--- config.mk ---
export PLATFORM = sky130hd
export DESIGN_NAME = bram_portb_arbiter
export DESIGN_NICKNAME = d
export VERILOG_FILES = /design/src/rtl/bram_portb_arbiter.sv
export SDC_FILE = /design/constraint.sdc
export NUM_CORES = 1
export LEC_CHECK = 0
export ABC_AREA = 1
export CAP_MARGIN = 30
export CORE_UTILIZATION = 40
export DETAILED_ROUTE_END_ITERATION = 7
export PLACE_DENSITY = 0.84
export SETUP_SLACK_MARGIN = 0.15
export SLEW_MARGIN = 15
export SYNTH_ARGS = -nofsm -noshare
export SYNTH_HDL_FRONTEND = slang
export SYNTH_SLANG_ARGS = --single-unit
--- constraint.sdc ---
create_clock -name clk -period 2.31 [get_ports clk]
set_input_delay 0.3465 -clock clk [delete_from_list [all_inputs] [get_ports clk]]
set_output_delay 0.3465 -clock clk [all_outputs]
set_load 0.005 [all_outputs]
--- src/rtl/bram_portb_arbiter.sv ---
// Round-robin arbiter sharing BRAM port B between two req/gnt masters with bounded bursts.
// Optional MMIO_GUARD_EN blocks the 0x300-0x3FF I/O window and adds the io_violation output.
module bram_portb_arbiter #(
    parameter int WIDTH     = 16,
    parameter int MAX_BURST = 8
) (
    input  logic             clk,
    input  logic             reset,
    input  logic             req0,
    input  logic             req1,
    input  logic             we0,
    input  logic             we1,
    input  logic [WIDTH-1:0] addr0,
    input  logic [WIDTH-1:0] addr1,
    input  logic [WIDTH-1:0] wdata0,
    input  logic [WIDTH-1:0] wdata1,
    output logic             gnt0,
    output logic             gnt1,
    output logic             rvalid0,
    output logic             rvalid1,
    output logic [WIDTH-1:0] rdata,
    output logic [WIDTH-1:0] addr_b,
    output logic [WIDTH-1:0] data_b,
    output logic             we_b,
    input  logic [WIDTH-1:0] q_b
`ifdef MMIO_GUARD_EN
    ,
    output logic             io_violation
`endif
);

    typedef enum logic [1:0] {IDLE, OWN0, OWN1} state_t;

    localparam logic [7:0] BURST_TOP = 8'(MAX_BURST - 1);

    state_t     state, state_nx;
    logic       last, last_nx;
    logic [7:0] burst_cnt, burst_nx;
    logic       xfer;
    logic       sel_we;
    logic       rd_xfer;
    logic       blocked;

    always_comb begin
        state_nx = state;
        last_nx  = last;
        burst_nx = burst_cnt;
        case (state)
            IDLE: begin
                if (req0 && req1)
                    state_nx = last ? OWN0 : OWN1;
                else if (req0)
                    state_nx = OWN0;
                else if (req1)
                    state_nx = OWN1;
            end
            OWN0: begin
                if (!req0) begin
                    state_nx = req1 ? OWN1 : IDLE;
                    last_nx  = 1'b0;
                    burst_nx = '0;
                end else if (req1) begin
                    // Count only contested cycles; reaching the top hands over.
                    if (burst_cnt == BURST_TOP) begin
                        state_nx = OWN1;
                        last_nx  = 1'b0;
                        burst_nx = '0;
                    end else begin
                        burst_nx = burst_cnt + 8'd1;
                    end
                end
            end
            OWN1: begin
                if (!req1) begin
                    state_nx = req0 ? OWN0 : IDLE;
                    last_nx  = 1'b1;
                    burst_nx = '0;
                end else if (req0) begin
                    if (burst_cnt == BURST_TOP) begin
                        state_nx = OWN0;
                        last_nx  = 1'b1;
                        burst_nx = '0;
                    end else begin
                        burst_nx = burst_cnt + 8'd1;
                    end
                end
            end
            default: state_nx = IDLE;
        endcase
    end

    always_comb begin
        addr_b = '0;
        data_b = '0;
        sel_we = 1'b0;
        xfer   = 1'b0;
        case (state)
            OWN0: begin
                addr_b = addr0;
                data_b = wdata0;
                sel_we = we0;
                xfer   = req0;
            end
            OWN1: begin
                addr_b = addr1;
                data_b = wdata1;
                sel_we = we1;
                xfer   = req1;
            end
            default: ;
        endcase
    end

`ifdef MMIO_GUARD_EN
    assign blocked = xfer & addr_b[9] & addr_b[8];
`else
    assign blocked = 1'b0;
`endif

    // we_b derives from state so an async reset removes it without waiting for a clock.
    assign we_b    = xfer & sel_we & ~blocked;
    assign rd_xfer = xfer & ~sel_we;

    always_ff @(posedge clk or negedge reset) begin
        if (!reset) begin
            state     <= IDLE;
            last      <= 1'b1;
            burst_cnt <= '0;
            gnt0      <= 1'b0;
            gnt1      <= 1'b0;
            rvalid0   <= 1'b0;
            rvalid1   <= 1'b0;
            rdata     <= '0;
        end else begin
            state     <= state_nx;
            last      <= last_nx;
            burst_cnt <= burst_nx;
            gnt0      <= (state_nx == OWN0);
            gnt1      <= (state_nx == OWN1);
            rvalid0   <= rd_xfer & (state == OWN0);
            rvalid1   <= rd_xfer & (state == OWN1);
            if (rd_xfer)
                rdata <= blocked ? '0 : q_b;
        end
    end

`ifdef MMIO_GUARD_EN
    always_ff @(posedge clk or negedge reset) begin
        if (!reset)
            io_violation <= 1'b0;
        else
            io_violation <= blocked;
    end
`endif

endmodule

==> impl_metrics.tcl <==
set metrics [dict create \
    syn_inst 298 \
    critPathLaunchType "flip-flop" \
    synth_edf_count 0 \
    period_needed_ns 2.09 \
    synth_fp_nets 389 \
    grt_pass1_wl_um 10900 \
    die_area_mm2 0.00573 \
    synth_top_area_cell "dfrtp_1" \
    dominantRegCellSynth "dfrtp_1" \
    postLayoutCellArea_mm2 0.00374 \
    die_h_um 75.7 \
    end_kind "output pin" \
    grt-ovfl-total 0 \
    cts_root_buf "clkbuf_8" \
    hold_violations 0 \
    skew_ns 0.00607 \
    synth_area_mm2 0.00217 \
    layout.nets 533 \
    cts_hold_buf 0 \
    netlist-cell-type-count 31 \
    synth.top_cells.by_count "nand2_1, a21oi_1, inv_1, dfrtp_1, o21ai_2" \
    critPathKind "flip-flop to output pin" \
    ant_nets 0 \
    synth.avg_cell_area_um2 7.28 \
    die_w_um 75.7 \
    tightest_slew_ns 0.499 \
    area.growth.synth_to_final_pct 72.3 \
    finalSetupViolations 0 \
    yosysMostFrequentCell "nand2_1" \
    ys_seq_area_share_pct 35.8 \
    cp.arrival_ns 1.75 \
    peakVddDrop_mv 0.537 \
    firstDrtPassIters 4 \
    via_per_inst 4.87 \
    fin_tns_setup_ns 0 \
    place_inst 501 \
    dpl_cell_area_mm2 0.00362 \
    io_buffers 138 \
    cp_slowest_cell "dfrtp_1" \
    antenna_found_initial 0 \
    powerDensity_mw_per_mm2 977 \
    path_clk_slew_ns 0.06 \
    worstPathRequired_ns 1.96 \
    drc 0 \
    layout_setup_ws_ns 0.217 \
    maxCapViolCount 0 \
    dp_hpwl_um 5240 \
    cp_cell_sequence "buf_4 > ha_4 > buf_8 > a22o_1 > inv_2 > nor2_1 > dlygate4sd2_1" \
    grt_start_max_net_pins 35 \
    crit_fanout 13 \
    synth-seq-cells 31 \
    cts_tree "yes" \
    async_flop_share_pct 100 \
    start_util_pct 42.0 \
    grt_pass1_vias 2382 \
    drive_gt1_share_pct 15.4 \
    outcome "complete, no violations" \
    hold_class "input pin to asynchronous set/reset pin" \
    yosys_warnings 0 \
    grt_usage_pct 25.9 \
    critical_path.max_stage_delay_ns 0.40 \
    synthTopCellsByArea "dfrtp_1, nand2_1, a21oi_1" \
    place_congestion 0.815 \
    final_max_slew_viol_count 0 \
    slew_headroom_pct 66.7 \
    placementRows 26 \
    final_cells 512 \
    cellLeakagePower_nw 1.78 \
    htree_levels 2 \
    core_mm2 0.00517 \
    fmax_mhz 478 \
    cts.sinks 31 \
    fill_cells 411 \
    drt_iter0_markers 143 \
    synth_top_area_share_pct 34.6 \
    wl_um 6970 \
    dp_slack_ns 0.157 \
    finalCritPeriodShare_pct 90.6 \
    cts_buffers 5 \
    wire_per_inst_um 13.6 \
    vias 2493 \
    diodes 0 \
    rsz0062_at_grt "false" \
    clk_latency_ns 0.28 \
    ioPinCount 139 \
    cts_buffer_depth 2 \
]
[critical path, delay by kind of cell (launching register included)]
kind | cells | cell delay (ns)
AOI/OAI and AO/OA | 1 | 0.21
adders and majority gates | 1 | 0.17
buffers and inverters | 4 | 0.64
DFF | 1 | 0.40
and+or+nand+nor | 1 | 0.04
[kinds of logic (layout without fill, tap and decap cells)]
family	after synthesis	in the layout	synth area share (%)
simple gates	148	148	31.9
compound gates	64	64	18.8
buf+inv	50	194	10.6
flops	31	31	35.8
fa+ha+maj	5	5	2.88
[state kept, by name (all words and copies together) (netlist names)]
signal     cells
state          2
last           1
gnt1           1
rvalid1        1
gnt0           1
burst_cnt      8
rdata         16
rvalid0        1
[area by class of cell]
cell class,instances,area (µm²),area share [%]
Timing Repair Buffer,151,1470,39.2
Sequential cell,31,777,20.8
Tap cell,70,87.6,2.34
Clock buffer,6,82.6,2.21
Multi-Input combinational cell,217,1180,31.4
Clock inverter,1,5.00,0.134
Inverter,36,144,3.85
[report_power, final]
group	internal, mW	leakage (nW)	switching [mW]
clock network	0.233	0.0470	0.189
logic	1.12	1.33	1.25
registers	0.742	0.401	0.118
total	2.09	1.78	1.56
[metal layers]
metal / vias up / global-route usage [%] / routed length [µm]
met5: - / 0 / 0
met4: 0 / 7.41 / 132
met3: 19 / 7.94 / 547
met2: 113 / 49.7 / 3780
met1: 1137 / 27.2 / 2510
li1: 1224 / - / -
[path summary, 6_finish.rpt]
check,startpoint,cells past startpoint,end,slack [ns]
setup / recovery,state[0]$_DFF_PN0_,7,we_b,0.22
hold reg to reg,rdata[8]$_DFFE_PN0P_,2,rdata[8]$_DFFE_PN0P_,0.48
min in group clk,rdata[8]$_DFFE_PN0P_,2,rdata[8]$_DFFE_PN0P_,0.48
setup reg to reg,state[0]$_DFF_PN0_,8,rdata[7]$_DFFE_PN0P_,0.35
hold / removal,reset,2,rdata[15]$_DFFE_PN0P_,0.46
max in group asynchronous,reset,2,last$_DFFE_PN1P_,1.53
[cell usage in the layout, fill, tap and decap left out]
cell type        Yosys  routed
nand3_4              1       1
dfstp_2              1       1
nand2_2              5       5
nand3_2              3       3
dfrtp_1             30      30
buf_4                1       8
clkbuf_8             0       6
nand4_1              2       2
buf_8                0       3
ha_4                 0       1
clkdlybuf4s50_1      0     105
inv_8                1       1
o21a_4               1       1
o21bai_2             1       1
nor2_4               1       1
buf_6                4       2
inv_1               32      31
nor3_2               1       1
o21ai_2             17      17
or2_1                1       1
nand3_1              9       9
inv_2                2       3
a21oi_1             36      36
nor3_1               1       1
a22o_1               1       1
ha_1                 5       4
nor2_2               5       5
nor2_1               8       8
clkinv_2             1       2
nand2_4              4       4
dlygate4sd2_1        0      33
nand2_8              1       1
o21ai_0              7       7
nand2_1            106     106
a21oi_2              1       1
[repair_timing]
item                       4_1_cts  5_1_grt
gates resized for setup         44        0
setup endpoints to repair       33        0
setup buffers                    4        0
[metrics by stage]
stage	total power, mW	util, %	hold slack, ns
global placement	3.16	70.0	0.459
global route	3.98	72.3	0.490
floorplan	2.16	-	0.0509
finish	3.65	72.3	0.462
CTS	3.66	72.3	0.479
detailed placement	3.23	70.0	0.468
No activity file was read; power rests on OpenSTA's default activity.
